File: src/rtl/lossless_decoder.sv
// Lossless bitstream decoder: unpacks prefix-coded coefficients from SRAM,
// dequantises them and writes them back in zigzag-to-raster order.
module lossless_decoder #(
  parameter logic [17:0] IN_BASE    = 18'd0,
  parameter logic [17:0] OUT_BASE   = 18'd76800,
  parameter logic [11:0] NUM_BLOCKS = 12'd2400
) (
  input  logic        CLOCK_50_I,
  input  logic        resetn,
  input  logic        M3_start,
  output logic        M3_end,
  input  logic [15:0] SRAM_read_data,
  output logic [17:0] SRAM_address,
  output logic        SRAM_we_n,
  output logic [15:0] SRAM_write_data
);

  typedef enum logic [2:0] {
    S_IDLE,
    S_PREFETCH,
    S_DECODE,
    S_RUN,
    S_EOB,
    S_DONE
  } state_t;

  // Raster position (8*r + c) of each scan index
  localparam logic [5:0] ZIGZAG [64] = '{
    6'd0,  6'd1,  6'd8,  6'd16, 6'd9,  6'd2,  6'd3,  6'd10,
    6'd17, 6'd24, 6'd32, 6'd25, 6'd18, 6'd11, 6'd4,  6'd5,
    6'd12, 6'd19, 6'd26, 6'd33, 6'd40, 6'd48, 6'd41, 6'd34,
    6'd27, 6'd20, 6'd13, 6'd6,  6'd7,  6'd14, 6'd21, 6'd28,
    6'd35, 6'd42, 6'd49, 6'd56, 6'd57, 6'd50, 6'd43, 6'd36,
    6'd29, 6'd22, 6'd15, 6'd23, 6'd30, 6'd37, 6'd44, 6'd51,
    6'd58, 6'd59, 6'd52, 6'd45, 6'd38, 6'd31, 6'd39, 6'd46,
    6'd53, 6'd60, 6'd61, 6'd54, 6'd47, 6'd55, 6'd62, 6'd63
  };

  state_t      state;
  logic        start_q;
  logic [31:0] bit_buf;
  logic [5:0]  valid;
  logic [17:0] rd_ptr;
  logic [2:0]  rd_pipe;
  logic [5:0]  k;
  logic [11:0] block;
  logic [3:0]  run_left;

  logic        in_flight;
  logic        refill;
  logic        can_decode;
  logic [1:0]  prefix;
  logic        write_coef;
  logic        write_zero;
  logic        do_write;
  logic [5:0]  pos;
  logic [3:0]  diag;
  logic [2:0]  q;
  logic [15:0] coef_ext;
  logic [15:0] coef;
  logic [17:0] wr_addr;
  logic        last_coef;
  logic [11:0] block_inc;
  logic        blocks_done;
  logic [5:0]  consume;
  logic [31:0] shifted;
  logic [5:0]  valid_left;
  logic [31:0] buf_next;
  logic [5:0]  valid_next;

  assign in_flight  = |rd_pipe;
  // A refill read owns the bus; decode and zero writes yield for that cycle
  assign refill     = (state inside {S_PREFETCH, S_DECODE, S_RUN, S_EOB}) &&
                      (valid <= 6'd16) && !in_flight;
  assign can_decode = (state == S_DECODE) && !refill && (valid >= 6'd9);
  assign prefix     = bit_buf[31:30];
  assign write_coef = can_decode && !prefix[1];
  assign write_zero = ((state == S_RUN) || (state == S_EOB)) && !refill;
  assign do_write   = write_coef || write_zero;

  assign pos         = ZIGZAG[k];
  assign diag        = {1'b0, pos[5:3]} + {1'b0, pos[2:0]};
  assign wr_addr     = OUT_BASE + {block, 6'b0} + {12'b0, pos};
  assign last_coef   = (k == 6'd63);
  assign block_inc   = block + 12'd1;
  assign blocks_done = (block_inc == NUM_BLOCKS);

  always_comb begin
    q = 3'd5;
    if (diag == 4'd0)
      q = 3'd3;
    else if (diag <= 4'd3)
      q = 3'd2;
    else if (diag <= 4'd7)
      q = 3'd3;
    else if (diag <= 4'd11)
      q = 3'd4;
  end

  always_comb begin
    coef_ext = '0;
    if (write_coef) begin
      if (prefix == 2'b00)
        coef_ext = {{13{bit_buf[29]}}, bit_buf[29:27]};
      else
        coef_ext = {{10{bit_buf[29]}}, bit_buf[29:24]};
    end
    coef = coef_ext << q;
  end

  // Consumed bits leave from the top; an arriving word lands just below what remains
  always_comb begin
    consume = '0;
    if (can_decode) begin
      case (prefix)
        2'b00:   consume = 6'd5;
        2'b01:   consume = 6'd8;
        2'b10:   consume = 6'd5;
        default: consume = 6'd2;
      endcase
    end
    shifted    = bit_buf << consume;
    valid_left = valid - consume;
    buf_next   = shifted;
    valid_next = valid_left;
    if (rd_pipe[2]) begin
      buf_next   = shifted | ({SRAM_read_data, 16'h0000} >> valid_left);
      valid_next = valid_left + 6'd16;
    end
  end

  always_ff @(posedge CLOCK_50_I or negedge resetn) begin
    if (!resetn) begin
      state           <= S_IDLE;
      start_q         <= 1'b0;
      bit_buf         <= '0;
      valid           <= '0;
      rd_ptr          <= '0;
      rd_pipe         <= '0;
      k               <= '0;
      block           <= '0;
      run_left        <= '0;
      M3_end          <= 1'b0;
      SRAM_address    <= '0;
      SRAM_we_n       <= 1'b1;
      SRAM_write_data <= '0;
    end else begin
      start_q   <= M3_start;
      M3_end    <= 1'b0;
      SRAM_we_n <= 1'b1;
      rd_pipe   <= {rd_pipe[1:0], refill};
      bit_buf   <= buf_next;
      valid     <= valid_next;

      if (refill) begin
        SRAM_address <= rd_ptr;
        rd_ptr       <= rd_ptr + 18'd1;
      end else if (do_write) begin
        SRAM_address    <= wr_addr;
        SRAM_write_data <= coef;
        SRAM_we_n       <= 1'b0;
        k               <= k + 6'd1;
        if (last_coef)
          block <= block_inc;
      end

      case (state)
        S_IDLE: begin
          if (M3_start && !start_q) begin
            state   <= S_PREFETCH;
            rd_ptr  <= IN_BASE;
            k       <= '0;
            block   <= '0;
            bit_buf <= '0;
            valid   <= '0;
          end
        end
        S_PREFETCH: begin
          if (valid == 6'd32)
            state <= S_DECODE;
        end
        S_DECODE: begin
          if (can_decode) begin
            case (prefix)
              2'b10: begin
                run_left <= (bit_buf[29:27] == 3'd0) ? 4'd8 : {1'b0, bit_buf[29:27]};
                state    <= S_RUN;
              end
              2'b11: state <= S_EOB;
              default: begin
                if (last_coef && blocks_done)
                  state <= S_DONE;
              end
            endcase
          end
        end
        S_RUN: begin
          if (write_zero) begin
            run_left <= run_left - 4'd1;
            // A run reaching the block end is cut short; leftover zeros are dropped
            if (last_coef)
              state <= blocks_done ? S_DONE : S_DECODE;
            else if (run_left == 4'd1)
              state <= S_DECODE;
          end
        end
        S_EOB: begin
          if (write_zero && last_coef)
            state <= blocks_done ? S_DONE : S_DECODE;
        end
        S_DONE: begin
          if (!in_flight) begin
            M3_end  <= 1'b1;
            state   <= S_IDLE;
            bit_buf <= '0;
            valid   <= '0;
          end
        end
        default: state <= S_IDLE;
      endcase
    end
  end

endmodule
File: config.mk
export PLATFORM = sky130hd
export DESIGN_NAME = lossless_decoder
export DESIGN_NICKNAME = d
export VERILOG_FILES = /design/src/rtl/lossless_decoder.sv
export SDC_FILE = /design/constraint.sdc
export NUM_CORES = 1
export LEC_CHECK = 0
export ABC_AREA = 1
export CAP_MARGIN = 20
export CORE_MARGIN = 2
export CORE_UTILIZATION = 45
export CTS_BUF_LIST = sky130_fd_sc_hd__clkbuf_2
export DETAILED_ROUTE_END_ITERATION = 6
export SLEW_MARGIN = 20
export SYNTH_ARGS = -nofsm -noshare
export SYNTH_HDL_FRONTEND = slang
export SYNTH_SLANG_ARGS = --single-unit
File: constraint.sdc
create_clock -name CLOCK_50_I -period 4.4 [get_ports CLOCK_50_I]
set_clock_uncertainty 0.05 [all_clocks]
set_input_delay 0.44 -clock CLOCK_50_I [delete_from_list [all_inputs] [get_ports CLOCK_50_I]]
set_output_delay 0.44 -clock CLOCK_50_I [all_outputs]
set_load 0.01 [all_outputs]
# Yosys cells after proc, flatten, opt, wreduce, memory -nomap -nowiden

Memories as Yosys holds them, arrays and structs flattened.
Cells that the tools add are included.

Bits in registers: 121
ROM bits: 384
Bits of input ports: 19
Output and inout bits: 36
Memories: 1

Memories:

| memory           | depth | bits a word | rd ports | clocked after memory_dff | write ports | RTL line | text |
|---|---|---|---|---|---|---|---|
| (name not given) | 64    | 6           | 1        | 0                        | 0           | 81       | `assign pos = ZIGZAG[k];` |

$add $sub $neg: 9
$lt $le $gt $ge: 6
Equal/unequal tests: 21
Shift operators: 3
Multiplexer cells: 53
Bitwise gates (word level): 3
Reductions and logical operators: 27

Operators with widths:

| kind                     | number |
|---|---|
| $mux W32                 | 3 |
| $mux W18                 | 5 |
| $pmux W32 S2             | 1 |
| $mux W12                 | 5 |
| $mux W6                  | 9 |
| $mux W3                  | 13 |
| $or A32 B32 Y32          | 1 |
| $shl A32 B4 Y32          | 1 |
| $shr A32 B6 Y32          | 1 |
| $mux W4                  | 5 |
| $add A17 B18 Y18 const A | 1 |
| $add A18 B1 Y18 const B  | 1 |
| $add A18 B6 Y18          | 1 |
| $pmux W3 S6              | 1 |
| $mux W16                 | 1 |
| $pmux W4 S2              | 2 |
| $shl A16 B3 Y16          | 1 |
| $add A12 B1 Y12 const B  | 1 |
| $eq A12 B12 Y1 const B   | 1 |
| $eq A6 B6 Y1 const B     | 2 |
| $pmux W6 S2              | 1 |
| $logic_and A1 B1 Y1      | 9 |
| $ne A2 B2 Y1 const B     | 4 |
| $reduce_and A8 Y1        | 1 |
| other kinds (36)         | 51 |

# Logic depth before layout (Yosys ltp)

Depth in word-level cells: 14
Mapped depth: 23
Mapped depth without buffers: 21

# Worst setup path after synthesis

No wires, ideal clock.

Kind: register -> register
Start: reg k[0]
End: reg SRAM_write_data[3]
Library setup time: 0.121 ns
Arrival time: 3.356 ns
Slack: 0.873 ns
Stages on the path, launching flop included: 18
Buffers on the path: 0
Cell sequence: dfrtp_1 -> clkinv_1 -> ha_1 -> nand2_1 -> inv_1 -> a21oi_1 -> o22ai_1 -> nand2_1 -> nand3_1 -> o21ai_0 -> ha_1 -> fa_1 -> or2_2 -> o21ai_1 -> inv_1 -> nand3_1 -> nand2_1 -> a22o_1

Cells in the longest elaborated chain, start to end: 11

Ends and longest elaborated chain:

| what                                         | RTL line | text |
|---|---|---|
| start: declaration                           | 45       | `logic [5:0] k;` |
| start signal: assignment                     | 162      | `k <= k + 6'd1;` |
| $not A6 Y7 (not written as such) *           | 81       |  |
| $mem_v2 Z64 W6 *                             | --       |  |
| $mux W6 (not written as such) * (2 in a row) | 81       |  |
| $add A3 B3 Y4 *                              | 82       | `assign diag = {1'b0, pos[5:3]} + {1'b0, pos[2:0]};` |
| $le A4 B4 Y1                                 | 96       | `else if (diag <= 4'd11)` |
| $mux W1                                      | 96       |  |
| $mux W3                                      | 94       | `else if (diag <= 4'd7)` |
| $mux W3                                      | 92       | `else if (diag <= 4'd3)` |
| $mux W3 *                                    | 90       | `if (diag == 4'd0)` |
| $shl A16 B3 Y16 *                            | 108      | `coef = coef_ext << q;` |
| end signal: assignment                       | 160      | `SRAM_write_data <= coef;` |
| end: declaration                             | 15       | `output logic [15:0] SRAM_write_data` |

Mark *: on every way between the ends. The rest lies on a longest branch, timed or not. The select of a mux whose other input is x is not followed.
A chain may end at the register's enable or synchronous reset.

# Worst setup path in the final report

Start: reg k[0]
End: reg SRAM_write_data[8]

Same word-level chain as after synthesis.

==> impl_metrics.yaml <==
die:
  die_w_um: 144.6
  coreArea_um2: 19400
  die_y_um: 144.6
  row_count: 51
  die_area_um2: 20900
  ioPinCount: 55
  initial_utilization: 0.4583
grt:
  grt_max_degree: 62
  antenna_found_initial: 1
  track_usage: 0.2584
  grt_pass1_wl_um: 42620
  grt-ovfl-total: 0
  grt_pass1_vias: 8473
setup_path:
  end_kind: "flop"
  critPathArrivalTime_ps: 4540
  max_stage_delay_ps: 510
  path_buf_inv: 3
  r2r-start: "k[0]"
  cp-startpoint: "k[0]"
  critPathSlowestCell: "dfrtp_1"
  setup.worst_path.start_class: "flop"
  cp.required_ps: 5000
  critical_path_class: "flop to flop"
  worst-path-max-fanout: 12
  cpLargestDelayFamily: "adder cells"
  path_cells: "clkinv_1 > ha_1 > inv_1 > nand2_1 > nand3_1 > o2111ai_1 > o21ai_0 > ha_1 > fa_1 > or2_2 > o21ai_1 > buf_4 > mux2i_1 > nand2_1 > nand3_1"
synthesis:
  seq_area_frac_synth: 0.3323
  synth_xor_area_frac: 0.01858
  syn-cell-area_um2: 8891
  synth-seq-cells: 118
  synthArstFlopShare: 1.000
  synth_fa_ha_area_frac: 0.04672
  synth_compound_area_frac: 0.1430
  synth_mux_area_frac: 0.005629
  synth_top_family_by_area: "simple AND/OR/NAND/NOR gates"
  synth_warnings: 0
  synth_cells: 1322
  ys.flop_type: "dfrtp_1"
  synth_edf_count: 0
  ys_types: 52
  syn-num-nets: 1373
  synth-simple-area-share: 0.3560
  avgSynthCellArea_um2: 6.725
routing:
  wl_met2_um: 12580
  drt_pass1_iterations: 5
  drc: 0
  highest_layer: "met4"
  drtIter0Drc: 667
  wl_per_cell_um: 15.66
  met3_length_um: 993
  wl_met1_um: 11380
  via_per_inst: 5.396
  num_vias: 8850
  postRouteAntennaNets: 0
  wirelength_um: 25680
cts:
  cts_setup_buffers: 0
  htreeDepth: 4
  cts_made_buffers: 17
  cts_tree: "done"
  clk_path_buf_depth: 2
  insertion_delay_ps: 710
  root_buffer: "clkbuf_2"
  ctsHoldBuffers: 1
  path_clk_slew_ps: 190
  postCtsResizedCells: 0
  cts_sinks: 118
finish:
  layout_commonest_cell: "nand2_1"
  nNetsFinal: 1411
  area_growth_pct: 11.71
  drive_above_1_share: 0.06482
  most-common-layout-cells: "nand2_1, nand3_1, inv_1"
placement:
  dpl.hpwl_um: 18980
  io_buffers: 54
  preCtsSetupSlack_ps: 554.2
  gp_congestion: 0.9216
timing:
  slew_violations: 0
  tightest_slew_ps: 801.8
  rsz0062_at_grt: "no"
  post-route-period-util: 0.8963
  slew_headroom: 0.4654
  hold_viol: 0
  setup_viol: 0
  holdWs_ps: 150.3
  setup-tns-final_ps: 0
  setup_ws_ps: 456.4
  timing.fmax_ghz: 0.2536
  min_period_ps: 3944
worst_hold_path:
  min-delay-start: "M3_start"
  hp-class: "input pin to flop"
pwr:
  ir_drop_v: 0.0004903
  p_leak_nw: 4.825
  pwr_density_cell_nw_per_um2: 769.2
flow_run:
  max_cap_violations: 0
status:
  status: "finished clean"
-- cell families (layout without fill, tap and decap cells) --
family | Yosys count | in the layout
muxes | 5 | 5
DFF | 118 | 118
AOI/OAI and AO/OA | 219 | 219
adders and majority gates | 32 | 32
buffers and inverters | 219 | 270
other | 0 | 2
xor gates and xnor gates | 18 | 18
and+or+nand+nor | 711 | 711
-- final cells by class --
class                           instances  area (µm²)
Antenna cell                            2       5.005
Sequential cell                       118        2954
Timing Repair Buffer                   78       733.2
Multi-Input combinational cell        985        5067
Fill cell                            2000        9467
Inverter                              160       600.6
Tap cell                              265       331.6
Clock buffer                           17       85.08
Clock inverter                         15       155.1
-- cells in the mapped netlist (4+ instances only) --
cell	count	area, µm²
a21oi_1	67	335.3
a22oi_1	8	60.06
buf_2	26	130.1
buf_4	4	30.03
clkbuf_1	26	97.59
clkinv_1	7	26.28
dfrtp_1	117	2928
ha_1	30	375.4
inv_1	145	544.3
inv_2	8	30.03
mux2i_1	5	50.05
nand2_1	352	1321
nand3_1	187	935.9
nand4_1	33	206.5
nor2_1	90	337.8
nor2_2	5	31.28
nor3_1	16	80.08
nor4_1	5	31.28
o211ai_1	29	217.7
o21ai_0	76	380.4
o21ai_1	9	45.04
o22ai_1	7	43.79
or2_2	6	37.54
xnor2_1	4	35.03
xor2_1	13	113.9
-- path summary, 6_finish.rpt --
path | to | slack, ps | cells after the start
setup / recovery | SRAM_write_data[8] | 460 | 15
hold / removal | start_q | 150 | 1
setup reg to reg | SRAM_write_data[8] | 460 | 15
hold reg to reg | rd_pipe[2] | 360 | 0
max in group asynchronous | SRAM_we_n | 3180 | 3
min in group asynchronous | block[10] | 260 | 2
-- state kept, by name, indices dropped and copies added (netlist names) --
register         count
M3_end               1
SRAM_address        18
SRAM_we_n            1
SRAM_write_data     13
bit_buf             32
block               12
k                    6
rd_pipe              3
rd_ptr              18
run_left             4
start_q              1
state                3
valid                6
-- report_power, final --
group,switching [W],internal (W),total [W]
registers,0.000223,0.00140,0.00162
clock network,0.000471,0.000261,0.000732
logic,0.00354,0.00175,0.00529
-- metrics by stage --
| step | util | cells | power (W) | cell area, µm² |
|---|---|---|---|---|
| 6_report | 0.5120 | 1640 | 0.007640 | 9932 |
| 3_5_place_dp | 0.4988 | 1605 | 0.006893 | 9677 |
| 5_1_grt | 0.5120 | 1640 | 0.008479 | 9932 |
| 2_1_floorplan | - | 1322 | 0.005436 | 8891 |
| 3_3_place_gp | 0.4988 | 1605 | 0.006913 | 9677 |
| 4_1_cts | 0.5117 | 1638 | 0.007662 | 9927 |
-- metal layers --
layer,vias up,track usage
met3,47,0.03609
met2,231,0.4480
li1,4479,-
met5,-,0
met4,0,0.09760
met1,4093,0.3270
Note: power is estimated with default switching activity, not from simulation.
